==> config.mk <==
export PLATFORM = sky130hd
export DESIGN_NAME = apb4_gpio_ext
export DESIGN_NICKNAME = d
export VERILOG_FILES = /design/src/rtl/apb4_gpio_ext.sv
export SDC_FILE = /design/constraint.sdc
export NUM_CORES = 2
export LEC_CHECK = 0
export ABC_AREA = 1
export BUFFER_PORTS_ARGS = -buffer_cell sky130_fd_sc_hd__buf_2
export CORE_UTILIZATION = 25
export DETAILED_ROUTE_END_ITERATION = 8
export REMOVE_ABC_BUFFERS = 1
export SYNTH_ARGS = -nofsm -noshare
export SYNTH_HDL_FRONTEND = slang
export SYNTH_SLANG_ARGS = --single-unit
==> constraint.sdc <==
create_clock -name pclk -period 1.4 [get_ports pclk]
set_input_delay 0.28 -clock pclk [delete_from_list [all_inputs] [get_ports pclk]]
set_output_delay 0.28 -clock pclk [all_outputs]
set_load 0.02 [all_outputs]
==> src/rtl/apb4_gpio_ext.sv <==
// rtl/apb4_gpio_ext.sv - APB4 GPIO with input sync, per-pin debounce and edge/level interrupts
module apb4_gpio_ext #(
    parameter int GPIO_NUM    = 32,
    parameter int SYNC_STAGES = 2,
    parameter int DEB_WIDTH   = 16
) (
    input  logic                pclk,
    input  logic                prst,
    input  logic [31:0]         paddr,
    input  logic                psel,
    input  logic                penable,
    input  logic                pwrite,
    input  logic [31:0]         pwdata,
    input  logic [3:0]          pstrb,
    output logic [31:0]         prdata,
    output logic                pready,
    output logic                pslverr,
    input  logic [GPIO_NUM-1:0] gpio_in_i,
    output logic [GPIO_NUM-1:0] gpio_out_o,
    output logic [GPIO_NUM-1:0] gpio_dir_o,
    output logic [GPIO_NUM-1:0] gpio_iof_o,
    output logic                irq_o
);

    typedef logic [GPIO_NUM-1:0]  gvec_t;
    typedef logic [DEB_WIDTH-1:0] dcnt_t;

    logic        wr_en;
    logic        rd_en;
    logic [3:0]  reg_addr;
    logic [31:0] byte_mask;
    gvec_t       wmask;
    gvec_t       wdata;
    dcnt_t       dmask;
    gvec_t       w1c_mask;
    logic        unused_paddr;

    gvec_t paddir_q,    paddir_d;
    gvec_t padout_q,    padout_d;
    gvec_t inten_q,     inten_d;
    gvec_t inttype0_q,  inttype0_d;
    gvec_t inttype1_q,  inttype1_d;
    gvec_t intstatus_q, intstatus_d;
    gvec_t iofcfg_q,    iofcfg_d;
    gvec_t deben_q,     deben_d;
    gvec_t intboth_q,   intboth_d;
    dcnt_t debcnt_q,    debcnt_d;

    gvec_t sync_q [SYNC_STAGES];
    gvec_t sync_s;
    gvec_t filt_q, filt_d;
    gvec_t filt_prev_q;
    dcnt_t cnt_q [GPIO_NUM];
    dcnt_t cnt_d [GPIO_NUM];

    gvec_t rise;
    gvec_t fall;
    gvec_t lvl_evt;
    gvec_t edge_evt;
    gvec_t evt;

    assign wr_en        = psel & penable & pwrite;
    assign rd_en        = psel & penable & ~pwrite;
    assign reg_addr     = paddr[5:2];
    assign byte_mask    = {{8{pstrb[3]}}, {8{pstrb[2]}}, {8{pstrb[1]}}, {8{pstrb[0]}}};
    assign wmask        = byte_mask[GPIO_NUM-1:0];
    assign wdata        = pwdata[GPIO_NUM-1:0] & wmask;
    assign dmask        = byte_mask[DEB_WIDTH-1:0];
    assign unused_paddr = ^{paddr[31:6], paddr[1:0]};

    assign pready     = 1'b1;
    assign pslverr    = 1'b0;
    assign gpio_out_o = padout_q;
    assign gpio_dir_o = paddir_q;
    assign gpio_iof_o = iofcfg_q;
    assign irq_o      = |intstatus_q;

    assign sync_s   = sync_q[SYNC_STAGES-1];
    assign rise     = filt_q & ~filt_prev_q;
    assign fall     = ~filt_q & filt_prev_q;
    assign lvl_evt  = ~inttype1_q & ((~inttype0_q & filt_q) | (inttype0_q & ~filt_q));
    assign edge_evt = inttype1_q & ((~inttype0_q & rise) | (inttype0_q & fall));
    assign evt      = (intboth_q & (rise | fall)) | (~intboth_q & (lvl_evt | edge_evt));

    // Register writes with byte strobes; a new interrupt set overrides a same-cycle W1C
    always_comb begin
        paddir_d   = paddir_q;
        padout_d   = padout_q;
        inten_d    = inten_q;
        inttype0_d = inttype0_q;
        inttype1_d = inttype1_q;
        iofcfg_d   = iofcfg_q;
        deben_d    = deben_q;
        debcnt_d   = debcnt_q;
        intboth_d  = intboth_q;
        w1c_mask   = '0;
        if (wr_en) begin
            case (reg_addr)
                4'd0:    paddir_d   = (paddir_q & ~wmask) | wdata;
                4'd2:    padout_d   = (padout_q & ~wmask) | wdata;
                4'd3:    inten_d    = (inten_q & ~wmask) | wdata;
                4'd4:    inttype0_d = (inttype0_q & ~wmask) | wdata;
                4'd5:    inttype1_d = (inttype1_q & ~wmask) | wdata;
                4'd6:    w1c_mask   = wdata;
                4'd7:    iofcfg_d   = (iofcfg_q & ~wmask) | wdata;
                4'd8:    padout_d   = padout_q | wdata;
                4'd9:    padout_d   = padout_q & ~wdata;
                4'd10:   deben_d    = (deben_q & ~wmask) | wdata;
                4'd11:   debcnt_d   = (debcnt_q & ~dmask) | (pwdata[DEB_WIDTH-1:0] & dmask);
                4'd12:   intboth_d  = (intboth_q & ~wmask) | wdata;
                default: ;
            endcase
        end
        intstatus_d = (intstatus_q & ~w1c_mask) | (inten_q & evt);
    end

    // Read mux; the bus reads zero outside a read access and for write-only/unused slots
    always_comb begin
        prdata = '0;
        if (rd_en) begin
            case (reg_addr)
                4'd0:    prdata = 32'(paddir_q);
                4'd1:    prdata = 32'(filt_q);
                4'd2:    prdata = 32'(padout_q);
                4'd3:    prdata = 32'(inten_q);
                4'd4:    prdata = 32'(inttype0_q);
                4'd5:    prdata = 32'(inttype1_q);
                4'd6:    prdata = 32'(intstatus_q);
                4'd7:    prdata = 32'(iofcfg_q);
                4'd10:   prdata = 32'(deben_q);
                4'd11:   prdata = 32'(debcnt_q);
                4'd12:   prdata = 32'(intboth_q);
                default: prdata = '0;
            endcase
        end
    end

    // Per-pin debounce: a differing synchronised value must hold DEBCNT+1 cycles to be accepted
    always_comb begin
        filt_d = filt_q;
        cnt_d  = cnt_q;
        for (int i = 0; i < GPIO_NUM; i++) begin
            if (!deben_q[i]) begin
                filt_d[i] = sync_s[i];
                cnt_d[i]  = '0;
            end else if (sync_s[i] == filt_q[i]) begin
                cnt_d[i] = '0;
            end else if (cnt_q[i] == debcnt_q) begin
                filt_d[i] = sync_s[i];
                cnt_d[i]  = '0;
            end else begin
                cnt_d[i] = cnt_q[i] + DEB_WIDTH'(1);
            end
        end
    end

    // Pad input synchroniser chain
    always_ff @(posedge pclk) begin
        if (prst) begin
            for (int i = 0; i < SYNC_STAGES; i++) sync_q[i] <= '0;
        end else begin
            sync_q[0] <= gpio_in_i;
            for (int i = 1; i < SYNC_STAGES; i++) sync_q[i] <= sync_q[i-1];
        end
    end

    // Register file, filter state and interrupt status
    always_ff @(posedge pclk) begin
        if (prst) begin
            paddir_q    <= '0;
            padout_q    <= '0;
            inten_q     <= '0;
            inttype0_q  <= '0;
            inttype1_q  <= '0;
            intstatus_q <= '0;
            iofcfg_q    <= '0;
            deben_q     <= '0;
            debcnt_q    <= '0;
            intboth_q   <= '0;
            filt_q      <= '0;
            filt_prev_q <= '0;
            for (int i = 0; i < GPIO_NUM; i++) cnt_q[i] <= '0;
        end else begin
            paddir_q    <= paddir_d;
            padout_q    <= padout_d;
            inten_q     <= inten_d;
            inttype0_q  <= inttype0_d;
            inttype1_q  <= inttype1_d;
            intstatus_q <= intstatus_d;
            iofcfg_q    <= iofcfg_d;
            deben_q     <= deben_d;
            debcnt_q    <= debcnt_d;
            intboth_q   <= intboth_d;
            filt_q      <= filt_d;
            filt_prev_q <= filt_q;
            for (int i = 0; i < GPIO_NUM; i++) cnt_q[i] <= cnt_d[i];
        end
    end

endmodule
==> run metrics <==
status=finished, violations left; failing checks=negative setup slack; worst path required time=1120 ps; Max clock buf depth=3; Post-Layout Cell Count=12.7k; CTS buffer count=~110; Setup WS pre-CTS=-1160 ps; GRT Resource Usage Total=0.199; CP max FO=2; Period minus WS final=2510 ps; final worst slack=-1110 ps; Die W=458 µm; Primary FF master, synth=dfxtp_1; VDD IR max=roughly 0.001 V; Slew Limit Fails=0; Synth async-reset ratio=0; Hold WC Path Type=input pin to register; P per Cell Area=791 nW/µm²; largest area contributor in the netlist=dfxtp_1; vias in the first global route=52.3k; fmax=between 300 and 400 MHz; top cell type's share of synthesized area=0.363; CTS Sinks=944; row cnt=167; drt wl/cell=17.3 µm; Final HPWL DP=159000 µm; Leak=32.7 nW; filler instances=roughly 22k; Yosys reg bits=944; RSZ-0062 raised after global routing=true; initial antenna violation count=7; Power Total=60.8 mW; average size of a mapped cell=6.37 µm²; routed vias=56.8k; CP Capture Type=primary output; WL final=219000 µm; Commonest cells post-synth=2795 x nand2_1, 1283 x nor2_1, 989 x inv_1; Core Region=207000 µm²; crit share post-route=1.80; DRC viols=0; final net count=between 10k and 15k; Worst Tran Pin Value=522 ps; Area Growth Syn to Fin=47.6%; first-pass GRT wire length=319000 µm; drt first pass iters=6; largest net degree at the start of global routing=72; setup_tns=-371780 ps; cell count after placement=12.3k; Worst Skew=47.6 ps; Arr. time, crit path=between 2000 and 2500 ps; layout cells sized above 1=0.266; Yosys cell types=41; clock root cell=clkbuf_16; Final Hold Viols=0; relative slew slack=0.652; Iteration-0 DRC Markers=between 4k and 5k; total I/O pin count=236; sequential area share after synthesis=0.363; Post-DRT Antenna Nets=0; Clock Pin Slew Worst Setup and Hold Paths=60 ps; cells after synthesis=8168; die area=210000 µm²; insertion delay to the later sink of the worst-skew pair=between 700 and 800 ps; routability cong.=between 0.9 and 1; CTS tree=done; most numerous cell in the Yosys netlist=nand2_1; worst hold slack=69.5 ps; Max-cap violations=0; final-report setup violation count=674; CP Class=register to primary output; Yosys warning total=0; vias per std cell=4.48; top post-synthesis cells by area=dfxtp_1 36%, nand2_1 20%, nor2_1 9.3%; Startpoint Class=register; initial core utilization=0.251; Mapped Area=52100 µm²; global route total overflow=0; number of flops mapped to enable cells by yosys=0; Die Y=around 460 µm; H-tree levels=3; Port Buffers=205
## cell usage in the layout (no fill, tap or decap), types with 12 or more instances in the layout
| cell | count |
|---|---|
| nand4_1 | 48 |
| a21oi_2 | 34 |
| buf_6 | 118 |
| dfxtp_4 | 29 |
| xor2_1 | 419 |
| nand3_1 | 217 |
| clkinv_2 | 22 |
| buf_4 | 1235 |
| inv_1 | 947 |
| dlygate4sd3_1 | 60 |
| nand3_2 | 55 |
| o21ai_0 | 152 |
| o31ai_1 | 32 |
| nand2_4 | 23 |
| clkbuf_8 | 24 |
| ha_1 | 96 |
| nand4_4 | 24 |
| o22ai_1 | 25 |
| nor3_1 | 141 |
| nor2_2 | 196 |
| inv_4 | 20 |
| a21oi_1 | 360 |
| dfxtp_2 | 40 |
| buf_2 | 169 |
| o211ai_1 | 26 |
| buf_12 | 186 |
| nand2_1 | 2699 |
| o21a_1 | 17 |
| nand2_2 | 101 |
| nor2_4 | 76 |
| inv_2 | 46 |
| buf_8 | 15 |
| clkbuf_1 | 21 |
| nor2_1 | 1021 |
| dfxtp_1 | 875 |
| xnor2_1 | 48 |
| o21ai_1 | 32 |
| clkbuf_16 | 132 |
| o21ai_2 | 12 |
## worst max-delay path, cell delays in order, from the launching register on
cell     delay, ps
dfxtp_2        340
nor4_4         290
buf_4          180
nand4_1        110
buf_6          170
or2_4          250
buf_6          130
## per-stage QoR
step | util | area, µm²
floorplan | - | 50500
global placement | 0.328 | 68000
detailed placement | 0.328 | 68000
CTS | 0.358 | 74100
global route | 0.371 | 76800
finish | 0.371 | 76800
## metal layers
layer	track usage	vias up	wire, µm
li1	-	28300	-
met5	0	-	0
met1	0.255	26000	92200
met3	0.0264	508	15200
met4	0.111	0	14500
met2	0.322	1931	97200
## where the power goes
part	switching [mW]	internal (mW)	leakage (nW)
combinational	1.86	1.14	23.2
clock	12.6	18.1	1.88
sequential	0.110	27.0	7.66
total	14.6	46.2	32.7
## final cells by class
cell class	count	area (µm²)	share of cell area
repair buffers	1804	16500	0.215
inverters	1018	3890	0.0507
well taps	2788	3490	0.0454
flip-flops and latches	944	19100	0.248
clock inverters	40	549	0.00715
multi-input cells	5921	30100	0.391
clock buffers	159	3260	0.0425
diodes	3	7.51	0.0000977
## repair_timing
item | 4_1_cts | 5_1_grt
setup endpoints to repair | 673 | 679
hold endpoints to repair | 145 | 0
gates cloned | 3 | 18
gates resized for setup | 380 | 653
pin swaps | 140 | 215
setup buffers | 59 | 38
hold buffers | 60 | 0
## cells by family after synthesis
family                     count (synthesis)  synth area share
buffers and inverters                   1303             0.104
DFF                                      944             0.363
and+or+nand+nor                         4645             0.358
other                                      2          0.000144
adders and majority gates                 96            0.0231
AOI/OAI and AO/OA                        711            0.0735
xor gates and xnor gates                 467            0.0786
## path summary, 6_finish.rpt
kind | endpoint | startpoint | slack, ps | depth (start not counted)
max reg2reg | cnt_q[265] | register | -830 | 16
max | irq_o | intstatus_q[5] | -1110 | 6
min | gpio_out_o[19] | pwdata[19] | 70 | 6
min reg2reg | sync_q[0][35] | sync_q[0][3] | 400 | 2
Power figures use the tool's default switching activity.
